### src/rtl/ex_mem.sv
`default_nettype none
// ============================================================================
// Module   : ex_mem
// Purpose  : EX/MEM pipeline register. It captures execute-stage results and
//            resolves branches into a one-cycle taken pulse plus a registered
//            target. It also owns the data-memory request handshake, stalls
//            the upstream pipeline while a load/store waits on memory, and
//            turns flushes and memory timeouts into bubbles.
// Revision : 1.0 - initial release
// ----------------------------------------------------------------------------
// Parameters
//   MAX_WAIT : mem_ready-low cycles tolerated in ACCESS before abandoning
//   CNT_W    : wait counter width, 2**CNT_W must exceed MAX_WAIT
// Optional feature
//   EX_MEM_PERF_EN : when defined, stall_cycles counts hold cycles (wraps at
//                    2**32); when undefined stall_cycles is tied to zero
// Ports
//   clock, reset        : pipeline clock, synchronous active-high reset
//   flush               : turn the next loaded instruction into a bubble
//   ex_*                : execute-stage results and control bits
//   mem_ready           : memory completes the access this cycle
//   mem_req             : memory access request
//   mem_valid           : slot holds a real instruction
//   alu_result, write_data, write_reg : registered datapath
//   mem_read, mem_write, reg_write, mem_to_reg : registered controls
//   branch_taken/target : one-cycle redirect and its PC
//   hold                : stall IF/ID/EX
//   mem_error           : sticky memory timeout flag
//   stall_cycles        : hold-cycle performance counter
// ============================================================================
module ex_mem #(
  parameter int MAX_WAIT = 15,
  parameter int CNT_W    = 4
) (
  input  logic        clock,
  input  logic        reset,
  input  logic        flush,
  input  logic        ex_valid,
  input  logic [31:0] ex_alu_result,
  input  logic        ex_zero,
  input  logic [31:0] ex_read_data2,
  input  logic [4:0]  ex_write_reg,
  input  logic [31:0] ex_pc,
  input  logic [31:0] ex_address,
  input  logic        ex_branch,
  input  logic        ex_mem_read,
  input  logic        ex_mem_write,
  input  logic        ex_reg_write,
  input  logic        ex_mem_to_reg,
  input  logic        mem_ready,
  output logic        mem_req,
  output logic        mem_valid,
  output logic [31:0] alu_result,
  output logic [31:0] write_data,
  output logic [4:0]  write_reg,
  output logic        mem_read,
  output logic        mem_write,
  output logic        reg_write,
  output logic        mem_to_reg,
  output logic        branch_taken,
  output logic [31:0] branch_target,
  output logic        hold,
  output logic        mem_error,
  output logic [31:0] stall_cycles
);

  typedef enum logic [0:0] {
    S_IDLE   = 1'b0,
    S_ACCESS = 1'b1
  } state_t;

  state_t           state_q, state_d;
  logic [CNT_W-1:0] cnt_q, cnt_d;
  logic             pending_flush_q, pending_flush_d;

  logic             valid_q, valid_d;
  logic [31:0]      alu_q, alu_d;
  logic [31:0]      wdata_q, wdata_d;
  logic [4:0]       wreg_q, wreg_d;
  logic             mem_read_q, mem_read_d;
  logic             mem_write_q, mem_write_d;
  logic             reg_write_q, reg_write_d;
  logic             mem_to_reg_q, mem_to_reg_d;
  logic             branch_taken_q, branch_taken_d;
  logic [31:0]      branch_target_q, branch_target_d;
  logic             mem_error_q, mem_error_d;

  logic             req_w;
  logic             timeout_w;
  logic             hold_w;
  logic             load_w;
  logic             bubble_w;
  logic [31:0]      target_w;

  // In ACCESS the request stays up regardless of the slot contents.
  assign req_w     = (state_q == S_ACCESS) | (valid_q & (mem_read_q | mem_write_q));
  assign timeout_w = (state_q == S_ACCESS) & ~mem_ready & (cnt_q == CNT_W'(MAX_WAIT));
  // The timeout cycle releases the stall so the pipeline advances past the
  // abandoned access.
  assign hold_w    = req_w & ~mem_ready & ~timeout_w;
  assign load_w    = ~hold_w;
  assign bubble_w  = flush | pending_flush_q | ~ex_valid;
  assign target_w  = ex_pc + 32'd4 + (ex_address << 2);

  // --------------------------------------------------------------------------
  // Memory handshake FSM
  // --------------------------------------------------------------------------
  always_comb begin
    state_d = state_q;
    cnt_d   = cnt_q;
    case (state_q)
      S_IDLE: begin
        if (req_w && !mem_ready) begin
          state_d = S_ACCESS;
          cnt_d   = CNT_W'(1);
        end
      end
      S_ACCESS: begin
        if (mem_ready || timeout_w) begin
          state_d = S_IDLE;
          cnt_d   = '0;
        end else begin
          cnt_d   = cnt_q + CNT_W'(1);
        end
      end
      default: begin
        state_d = S_IDLE;
        cnt_d   = '0;
      end
    endcase
  end

  // --------------------------------------------------------------------------
  // Slot next-state
  // --------------------------------------------------------------------------
  always_comb begin
    valid_d         = valid_q;
    alu_d           = alu_q;
    wdata_d         = wdata_q;
    wreg_d          = wreg_q;
    mem_read_d      = mem_read_q;
    mem_write_d     = mem_write_q;
    reg_write_d     = reg_write_q;
    mem_to_reg_d    = mem_to_reg_q;
    branch_target_d = branch_target_q;
    pending_flush_d = pending_flush_q;
    mem_error_d     = mem_error_q | timeout_w;
    // The redirect is a pulse: it only rises on the edge that loads the branch.
    branch_taken_d  = 1'b0;

    if (load_w) begin
      alu_d           = ex_alu_result;
      wdata_d         = ex_read_data2;
      wreg_d          = ex_write_reg;
      branch_target_d = target_w;
      valid_d         = ~bubble_w;
      mem_read_d      = ~bubble_w & ex_mem_read;
      // A slot flagged as both load and store is treated as a load.
      mem_write_d     = ~bubble_w & ex_mem_write & ~ex_mem_read;
      reg_write_d     = ~bubble_w & ex_reg_write;
      mem_to_reg_d    = ~bubble_w & ex_mem_to_reg;
      branch_taken_d  = ~bubble_w & ex_branch & ex_zero;
      pending_flush_d = 1'b0;
    end else if (flush) begin
      // The occupying instruction is mid-access; the flush is owed to the
      // next instruction that enters the slot.
      pending_flush_d = 1'b1;
    end

    // An abandoned access bubbles the slot on the timeout edge; the sticky
    // mem_error tells the system that the squash happened.
    if (timeout_w) begin
      valid_d     = 1'b0;
      reg_write_d = 1'b0;
      mem_read_d  = 1'b0;
      mem_write_d = 1'b0;
    end
  end

  always_ff @(posedge clock) begin
    if (reset) begin
      state_q         <= S_IDLE;
      cnt_q           <= '0;
      pending_flush_q <= 1'b0;
      valid_q         <= 1'b0;
      alu_q           <= '0;
      wdata_q         <= '0;
      wreg_q          <= '0;
      mem_read_q      <= 1'b0;
      mem_write_q     <= 1'b0;
      reg_write_q     <= 1'b0;
      mem_to_reg_q    <= 1'b0;
      branch_taken_q  <= 1'b0;
      branch_target_q <= '0;
      mem_error_q     <= 1'b0;
    end else begin
      state_q         <= state_d;
      cnt_q           <= cnt_d;
      pending_flush_q <= pending_flush_d;
      valid_q         <= valid_d;
      alu_q           <= alu_d;
      wdata_q         <= wdata_d;
      wreg_q          <= wreg_d;
      mem_read_q      <= mem_read_d;
      mem_write_q     <= mem_write_d;
      reg_write_q     <= reg_write_d;
      mem_to_reg_q    <= mem_to_reg_d;
      branch_taken_q  <= branch_taken_d;
      branch_target_q <= branch_target_d;
      mem_error_q     <= mem_error_d;
    end
  end

`ifdef EX_MEM_PERF_EN
  logic [31:0] stall_q;

  always_ff @(posedge clock) begin
    if (reset) begin
      stall_q <= '0;
    end else if (hold_w) begin
      stall_q <= stall_q + 32'd1;
    end
  end

  assign stall_cycles = stall_q;
`else
  assign stall_cycles = '0;
`endif

  assign mem_req       = req_w;
  assign hold          = hold_w;
  assign mem_valid     = valid_q;
  assign alu_result    = alu_q;
  assign write_data    = wdata_q;
  assign write_reg     = wreg_q;
  assign mem_read      = mem_read_q;
  assign mem_write     = mem_write_q;
  assign reg_write     = reg_write_q;
  assign mem_to_reg    = mem_to_reg_q;
  assign branch_taken  = branch_taken_q;
  assign branch_target = branch_target_q;
  assign mem_error     = mem_error_q;

endmodule
`default_nettype wire

### config.mk
export PLATFORM = sky130hd
export DESIGN_NAME = ex_mem
export DESIGN_NICKNAME = d
export VERILOG_FILES = /design/src/rtl/ex_mem.sv
export SDC_FILE = /design/constraint.sdc
export NUM_CORES = 1
export LEC_CHECK = 0
export CORE_AREA = 2 2 111 113
export DETAILED_ROUTE_END_ITERATION = 12
export DIE_AREA = 0 0 113 115
export DONT_BUFFER_PORTS = 1
export PLACE_DENSITY = 0.73
export SYNTH_ARGS = -nofsm -noshare
export SYNTH_HDL_FRONTEND = slang
export SYNTH_SLANG_ARGS = --single-unit
### constraint.sdc
create_clock -name clock -period 5.2 [get_ports clock]
set_input_delay 0.52 -clock clock [delete_from_list [all_inputs] [get_ports clock]]
set_output_delay 0.52 -clock clock [all_outputs]
set_load 0.005 [all_outputs]
Yosys cells after proc, flatten, opt, wreduce, memory -nomap -nowiden
Cells that the tools add are included.
{"block": "word_totals", "ff_bits": 114, "in_bits": 144, "out_inout_bits": 142, "word_cells": 55}
{"block": "op_classes", "add_sub_neg": 3, "eq_ne": 2, "n_mux": 6, "n_bitwise": 24, "reduce_logical": 6}
{"op": "$add A32 B3 Y32 const B", "n": 1}
{"op": "$add A32 B32 Y32", "n": 1}
{"op": "$and A1 B1 Y1", "n": 12}
{"op": "$mux W4", "n": 2}
{"op": "$pmux W4 S2", "n": 1}
{"op": "$not A1 Y1", "n": 7}
{"op": "$reduce_or A2 Y1", "n": 3}
{"op": "$or A1 B1 Y1", "n": 5}
{"op": "$add A4 B1 Y4 const B", "n": 1}
{"op": "$eq A4 B4 Y1 const B", "n": 1}
{"op": "$mux W1", "n": 2}
{"op": "$ne A2 B2 Y1 const B", "n": 1}
{"op": "$pmux W1 S2", "n": 1}
{"op": "$logic_and A1 B1 Y1", "n": 1}
{"op": "$logic_not A1 Y1", "n": 1}
{"op": "$logic_or A1 B1 Y1", "n": 1}

Logic depth before layout (Yosys ltp)
{"block": "depth", "depth_word": 7, "mapped_depth": 12, "ltp_nobuf": 12}

Worst setup path before layout
No wires, ideal clock.
{"block": "synth_timing", "kind": "input -> register", "startpoint": "input port ex_pc[3]", "endpoint": "register branch_target_q[31], in the netlist branch_target[31]", "setup_ns": 0.072, "t_arrival_ns": 2.706, "required_time_ns": 5.128, "path_slack_ns": 2.422, "path_stages": 10, "n_path_buf": 0, "path_cell_list": "ha_1 ha_1 fa_1 a21oi_1 o211ai_2 a21oi_1 o41ai_2 a31o_1 a41oi_1 mux2i_1"}
{"block": "synth_via", "elab_chain_cells": 2}
{"item": "from (decl)", "line_no": "43", "text": "input logic [31:0] ex_pc,"}
{"item": "$add A32 B3 Y32", "line_no": "103", "text": "assign target_w = ex_pc + 32'd4 + (ex_address << 2);"}
{"item": "$add A32 B32 Y32", "line_no": "103"}
{"item": "to (signal assigned)", "line_no": "209", "text": "branch_target_q <= branch_target_d;"}
{"item": "to (decl)", "line_no": "85", "text": "logic [31:0] branch_target_q, branch_target_d;"}
Every way passes these cells.
A chain may end at the register's enable or synchronous reset.

Worst setup path in the final report
Ends and elaborated chain as after synthesis.

==> results.yml <==
global_route:
  grt_pass1_wl_mm: 21.4
  grt_usage_pct: 20.6
  grt_max_degree: 83
  grt_overflow: 0
  grt_pass1_vias: 4284
  antenna_found_initial: 0
floorplanning:
  ioPinCount: 286
  initial_core_util_pct: 49.1
  rows: 40
  die_y_um: 115
  die_x_um: 113
  core_region_area_um2: 11800
  die_area_um2: 13000
synthesis:
  syn_area_um2: 5800
  synth-async-reset-ratio_pct: 0
  synthAdderAreaFrac_pct: 12.8
  synth_simple_gate_area_share_pct: 9.81
  synth_seq_area_share_pct: 39.3
  synth_top_family_by_area: "compound AO/OA/AOI/OAI gates"
  synth-compound-area-share_pct: 26.3
  synth_mux_area_share_pct: 0.345
  ys_ff_latch: 114
  yosysWarnings: 0
  synthCells: 611
  synth-main-ff-cell: "dfxtp_1"
  synth_edf_count: 0
  synth.avg_cell_area_um2: 9.50
  synth_cell_types: 55
  synth_xor_area_share_pct: 4.07
pwr:
  p_per_area_nw_per_um2: 404
  max-vdd-ir-drop_mv: 0.192
  p_leak_nw: 2.73
  intPower_w: 0.00185
  netSwitchingPower_w: 0.000716
  swShare_pct: 27.9
  pwr-share-clk_pct: 45.5
  pwr-share-comb_pct: 15.0
  p_seq_share_pct: 39.5
detailed_routing:
  detail_route.wl_per_cell_um: 18.7
  ant_nets: 0
  vias: 4562
  firstDrtPassIters: 11
  drc: 18
  drt_iter0_drc: 240
  wirelength_mm: 14.2
  via_per_inst: 6.01
worst_hold_path:
  hold_path.class: "in -> reg"
place:
  gp_congestion: 0.913
  dp_hpwl_mm: 10.7
  port_buffers: 0
  postPlaceCellArea_um2: 5760
  pre_cts_ws_ps: 2110
status:
  violations: "design-rule violations"
  status: "finished with violations"
clocking:
  htree_levels: 4
  cts_resized: 0
  root_buffer: "clkbuf_16"
  cts-buffers-inserted: 17
  cts_tree: "yes"
  cts.path.max_buffers: 2
  cts_hold_buffers: 0
  cts.clk_slew.worst_paths_ps: 60
  clk_latency_ps: 400
  clock_sinks: 114
  post_cts_buffers: 0
critical_path:
  worst_ep_arrival_time_ps: 3060
  cp_max_fo: 3
  max_stage_delay_ps: 400
  crit_slowest_cell: "fa_1"
  cp.required_ps: 5530
  crit_path_end_kind: "register"
  path_cells: "ha_1 -> ha_1 -> fa_1 -> a21oi_1 -> o211ai_2 -> a21oi_1 -> o41ai_2 -> a31o_1 -> a41oi_1 -> mux2i_1"
  path_class: "in -> reg"
  crit_path_start_kind: "input pin"
sta:
  fin_ws_ps: 2480
  final.min_clock_period_ps: 2720
  fin_crit_sh_pct: 52.3
  hold_violations: 0
  slew_viol_final: 0
  final-setup-viol-count: 0
  clock_skew_ps: 6.78
  fin_tns_setup_ps: 0
  max_freq_mhz: 367
  max_slew_margin_pct: 26.6
  worst_slew_pin_slew_ps: 1100
  grt_setup_unrepaired: "false"
finish:
  diodes: 0
  areaGrowthSynthToFinish_pct: 9.61
  nNetsFinal: 802
  final_cell_mix: "114 x dfxtp_1, 75 x a22o_1, 58 x ha_1"
  layout_commonest_cell: "dfxtp_1"
  postLayoutCoreUtil_pct: 53.9
  drive_above_1_share_pct: 7.68
  fillerInstances: 1051
  final_cell_area_um2: 6360
run:
  cap_violations: 0
## layout make-up
type	count	area, um^2	share of cell area [%]
inverters	10	37.5	0.590
multi-input cells	453	3230	50.8
clock buffers	19	453	7.12
repair buffers	3	22.5	0.354
flip-flops and latches	114	2280	35.9
well taps	147	184	2.89
clock inverters	13	150	2.36
## power by group through the flow
stage	Clock [W]	Sequential (W)	Combinational (W)
after global routing	0.00123	0.00102	0.000434
after global placement	0	0.00103	0.000370
final	0.00117	0.00101	0.000386
after floorplan	0	0.00101	0.000333
after CTS	0.00118	0.00101	0.000385
after detailed placement	0	0.00103	0.000380
## metrics by stage
stage | total power, W | cells | hold WS [ps]
global route | 0.00269 | 759 | 164
global placement | 0.00140 | 727 | 456
detailed placement | 0.00141 | 727 | 460
finish | 0.00257 | 759 | 185
floorplan | 0.00134 | 642 | 441
CTS | 0.00258 | 759 | 166
## cell families (layout without fill, tap and decap cells)
kind of cell             count (synthesis)  in the layout
AO/OA/AOI/OAI                          211            211
XOR/XNOR                                27             27
adder cells (fa/ha/maj)                 59             59
buffers and inverters                   75             45
flip-flops                             114            114
multiplexers                             2              2
other                                    1             32
AND/OR/NAND/NOR                        122            122
## final timing paths
kind | startpoint | endpoint | slack (ps) | cells past startpoint
hold / removal | reset | cnt_q[0] | 180 | 1
hold reg to reg | pending_flush_q | pending_flush_q | 470 | 1
setup reg to reg | cnt_q[0] | branch_target[29] | 2610 | 6
setup / recovery | ex_pc[3] | branch_target[31] | 2480 | 10
## cell usage after synthesis (2+ instances only)
| master | n | area [um^2] |
|---|---|---|
| a21oi_1 | 40 | 200 |
| o21a_1 | 4 | 30.0 |
| mux2i_1 | 2 | 20.0 |
| nand2b_1 | 5 | 31.3 |
| inv_1 | 9 | 33.8 |
| nand3_1 | 9 | 45.0 |
| ha_1 | 58 | 726 |
| xor2_1 | 13 | 114 |
| and4_1 | 3 | 26.3 |
| a21o_1 | 10 | 75.1 |
| nand4_1 | 6 | 37.5 |
| and3_1 | 5 | 31.3 |
| buf_2 | 10 | 50.1 |
| clkbuf_1 | 22 | 82.6 |
| nor3_1 | 5 | 25.0 |
| o41ai_2 | 2 | 32.5 |
| o21ai_1 | 12 | 60.1 |
| nor2_1 | 29 | 109 |
| a31oi_1 | 2 | 12.5 |
| a22oi_1 | 6 | 45.0 |
| nand2_1 | 48 | 180 |
| nand2_2 | 2 | 12.5 |
| a22o_1 | 75 | 657 |
| a211oi_1 | 5 | 37.5 |
| a311o_1 | 2 | 20.0 |
| o21ai_0 | 29 | 145 |
| nor3b_1 | 4 | 30.0 |
| o211ai_1 | 6 | 45.0 |
| buf_4 | 33 | 248 |
| xnor2_1 | 14 | 123 |
| dfxtp_1 | 114 | 2280 |
| o21bai_1 | 4 | 30.0 |
## metal layers
| layer | global-route usage (%) | part of all wire (%) | up-vias |
|---|---|---|---|
| met1 | 24.1 | 40 | 2157 |
| met3 | 7.27 | 8.9 | 21 |
| met5 | 0 | 0 | - |
| li1 | - | - | 2177 |
| met4 | 8.46 | 1.9 | 0 |
| met2 | 34.8 | 49 | 207 |
## worst max-delay path: cells and delay by family
family	cells	cell delay [ps]
AO/OA/AOI/OAI	6	1420
adder cells (fa/ha/maj)	3	900
multiplexers	1	200
Power figures use the tool's default switching activity.
==> RTL change (same settings) <==
Build with the macro `EX_MEM_PERF_EN` defined.
--- a/src/rtl/ex_mem.sv
+++ b/src/rtl/ex_mem.sv
@@ -28,6 +28,8 @@
 //   mem_error           : sticky memory timeout flag
 //   stall_cycles        : hold-cycle performance counter
 // ============================================================================
+`define EX_MEM_PERF_EN
+
 module ex_mem #(
   parameter int MAX_WAIT = 15,
   parameter int CNT_W    = 4
Function: changed (a bounded check fails within 4 cycles, from zero or initial values and one cycle with reset high).
==> RTL change against the original RTL <==
Cell area up 19%. Combinational power is 5% lower. Count of clock-buffer cells in the layout decreased by 1. Clock power hardly changed. Via count rose by 22%. Die area unchanged. Sequential cell count up 32. The run still ends with design-rule violations left. Power rose by 8.7%. Synthesized cell count increased by 21%. Worst setup slack worse by 0.26 ns. Area after synthesis grew 20%. Routed wire length grew 22%. Sequential power up 25%.
==> RTL change: results (changes against the original RTL) <==
nets: 928  # +16%
clockBufferDepth: 2  # unchanged
switching_power_mw: 0.741  # +3.4%
synth_compound_area_share_pct: 22.2  # -4.1 points
violations: "design-rule violations"
synthTopCellsByArea: "dfxtp_1, ha_1, a22o_1"
fin_skew_ns: 0.0102  # +0.00345 ns
synthAdderAreaFrac_pct: 10.9  # -2.0 points
slowest_delay_ns: 0.72  # +0.32 ns
synthArstFlopShare_pct: 0  # unchanged
whs_path_depth: 1  # unchanged
power_mw: 2.79  # +8.7%
via_per_inst: 6.32  # +5.2%
antenna_found_initial: 0  # unchanged
r2r_slack_ns: 2.22  # -0.39 ns
startpoint: "cnt_q[0]$_SDFFE_PP0P_"
vias: 5581  # +22%
drtIter0Drc: 402  # +68%
cp_data_arrival_time_ns: 3.33  # +0.27 ns
dpl_worst_slack_ns: 2.13  # +0.0274 ns
path_class: "reg2reg"
powerClk_mw: 1.17  # about the same
routed_wl_um: 17300  # +22%
post-dp-hpwl_um: 13000  # +22%
top_power_group: "registers"
grt_use_total_pct: 25.2  # +4.5 points
pg_comb_mw: 0.367  # -5%
synth_xor_area_share_pct: 6.04  # +2.0 points
cp_max_fo: 50  # +47
gp_congestion: 0.881  # -3.6%
layout-drive-gt1-share_pct: 6.39  # -1.3 points
p_leak_nw: 3.14  # +15%
htreeDepth: 4  # unchanged
clock_latency_ns: 0.42  # +0.02 ns
min_to: "stall_cycles[5]$_SDFFE_PP0P_"
path_delay_family: "simple AND/OR/NAND/NOR gates"
worst_pin_slew_ns: 1.06  # -0.0418 ns
route.detailed.drc: 16  # -2
fmax_mhz: 336  # -8.7%
dpl.cell_count: 852  # +17%
postCtsSetupBuffers: 0  # unchanged
synth_ff_type: "dfxtp_1"
synthMuxAreaShare_pct: 0.449  # +0.10 points
holdWs_ns: 0.176  # -0.00851 ns
num-fill-cells: 971  # -7.6%
reg2reg_to: "alu_result[1]$_SDFFE_PP0N_"
yosys_warnings: 0  # unchanged
first_pass_iters: 9  # -2
worst_r2r_path_depth: 7  # +1
grt_start_max_net_pins: 60  # -28%
grt_pass1_vias: 5263  # +23%
peakVddDrop_mv: 0.239  # +24%
crit_slowest_cell: "nor2_4"
yosysSeqAreaShare_pct: 42.0  # +2.6 points
netlist_top_cells_count: "dfxtp_1, a22o_1, nand2_1"
avgSynthCellArea_um2: 9.39  # -1.2%
status: "complete, but fails checks"
ys_types: 63  # +15%
min_from: "reset"
grt_pass1_wl_um: 26300  # +23%
-- RTL change: changes by cell type in the layout (fill, tap and decap cells not counted), sizes merged, moves of 13 or more --
cell / unedited run / this run
conb: 32 / 0
dfxtp: 114 / 146
nor2: 29 / 60
xor2: 13 / 35
nand2: 50 / 67
nand3: 9 / 22
-- RTL change: metal layers --
| layer | part of all wire (%) | vias to the layer above | wire (µm) | track usage, % |
|---|---|---|---|---|
| met5 | 0 | - | 0 | 0 |
| met4 | 1.9 | 0 | 335 | 9.59 |
| met3 | 11 | 28 | 1840 | 9.65 |
| met2 | 47 | 268 | 8070 | 40.4 |
| met1 | 41 | 2599 | 7040 | 30.9 |
| li1 | - | 2686 | - | - |
-- RTL change: layout make-up --
cell class              instances  area [µm²]  area share [%]
clock inverters                13         136            1.80
multi-input cells             538        3810            50.3
flip-flops and latches        146        2920            38.6
inverters                      18        67.6           0.892
clock buffers                  18         429            5.67
repair buffers                  3        22.5           0.297
well taps                     147         184            2.43
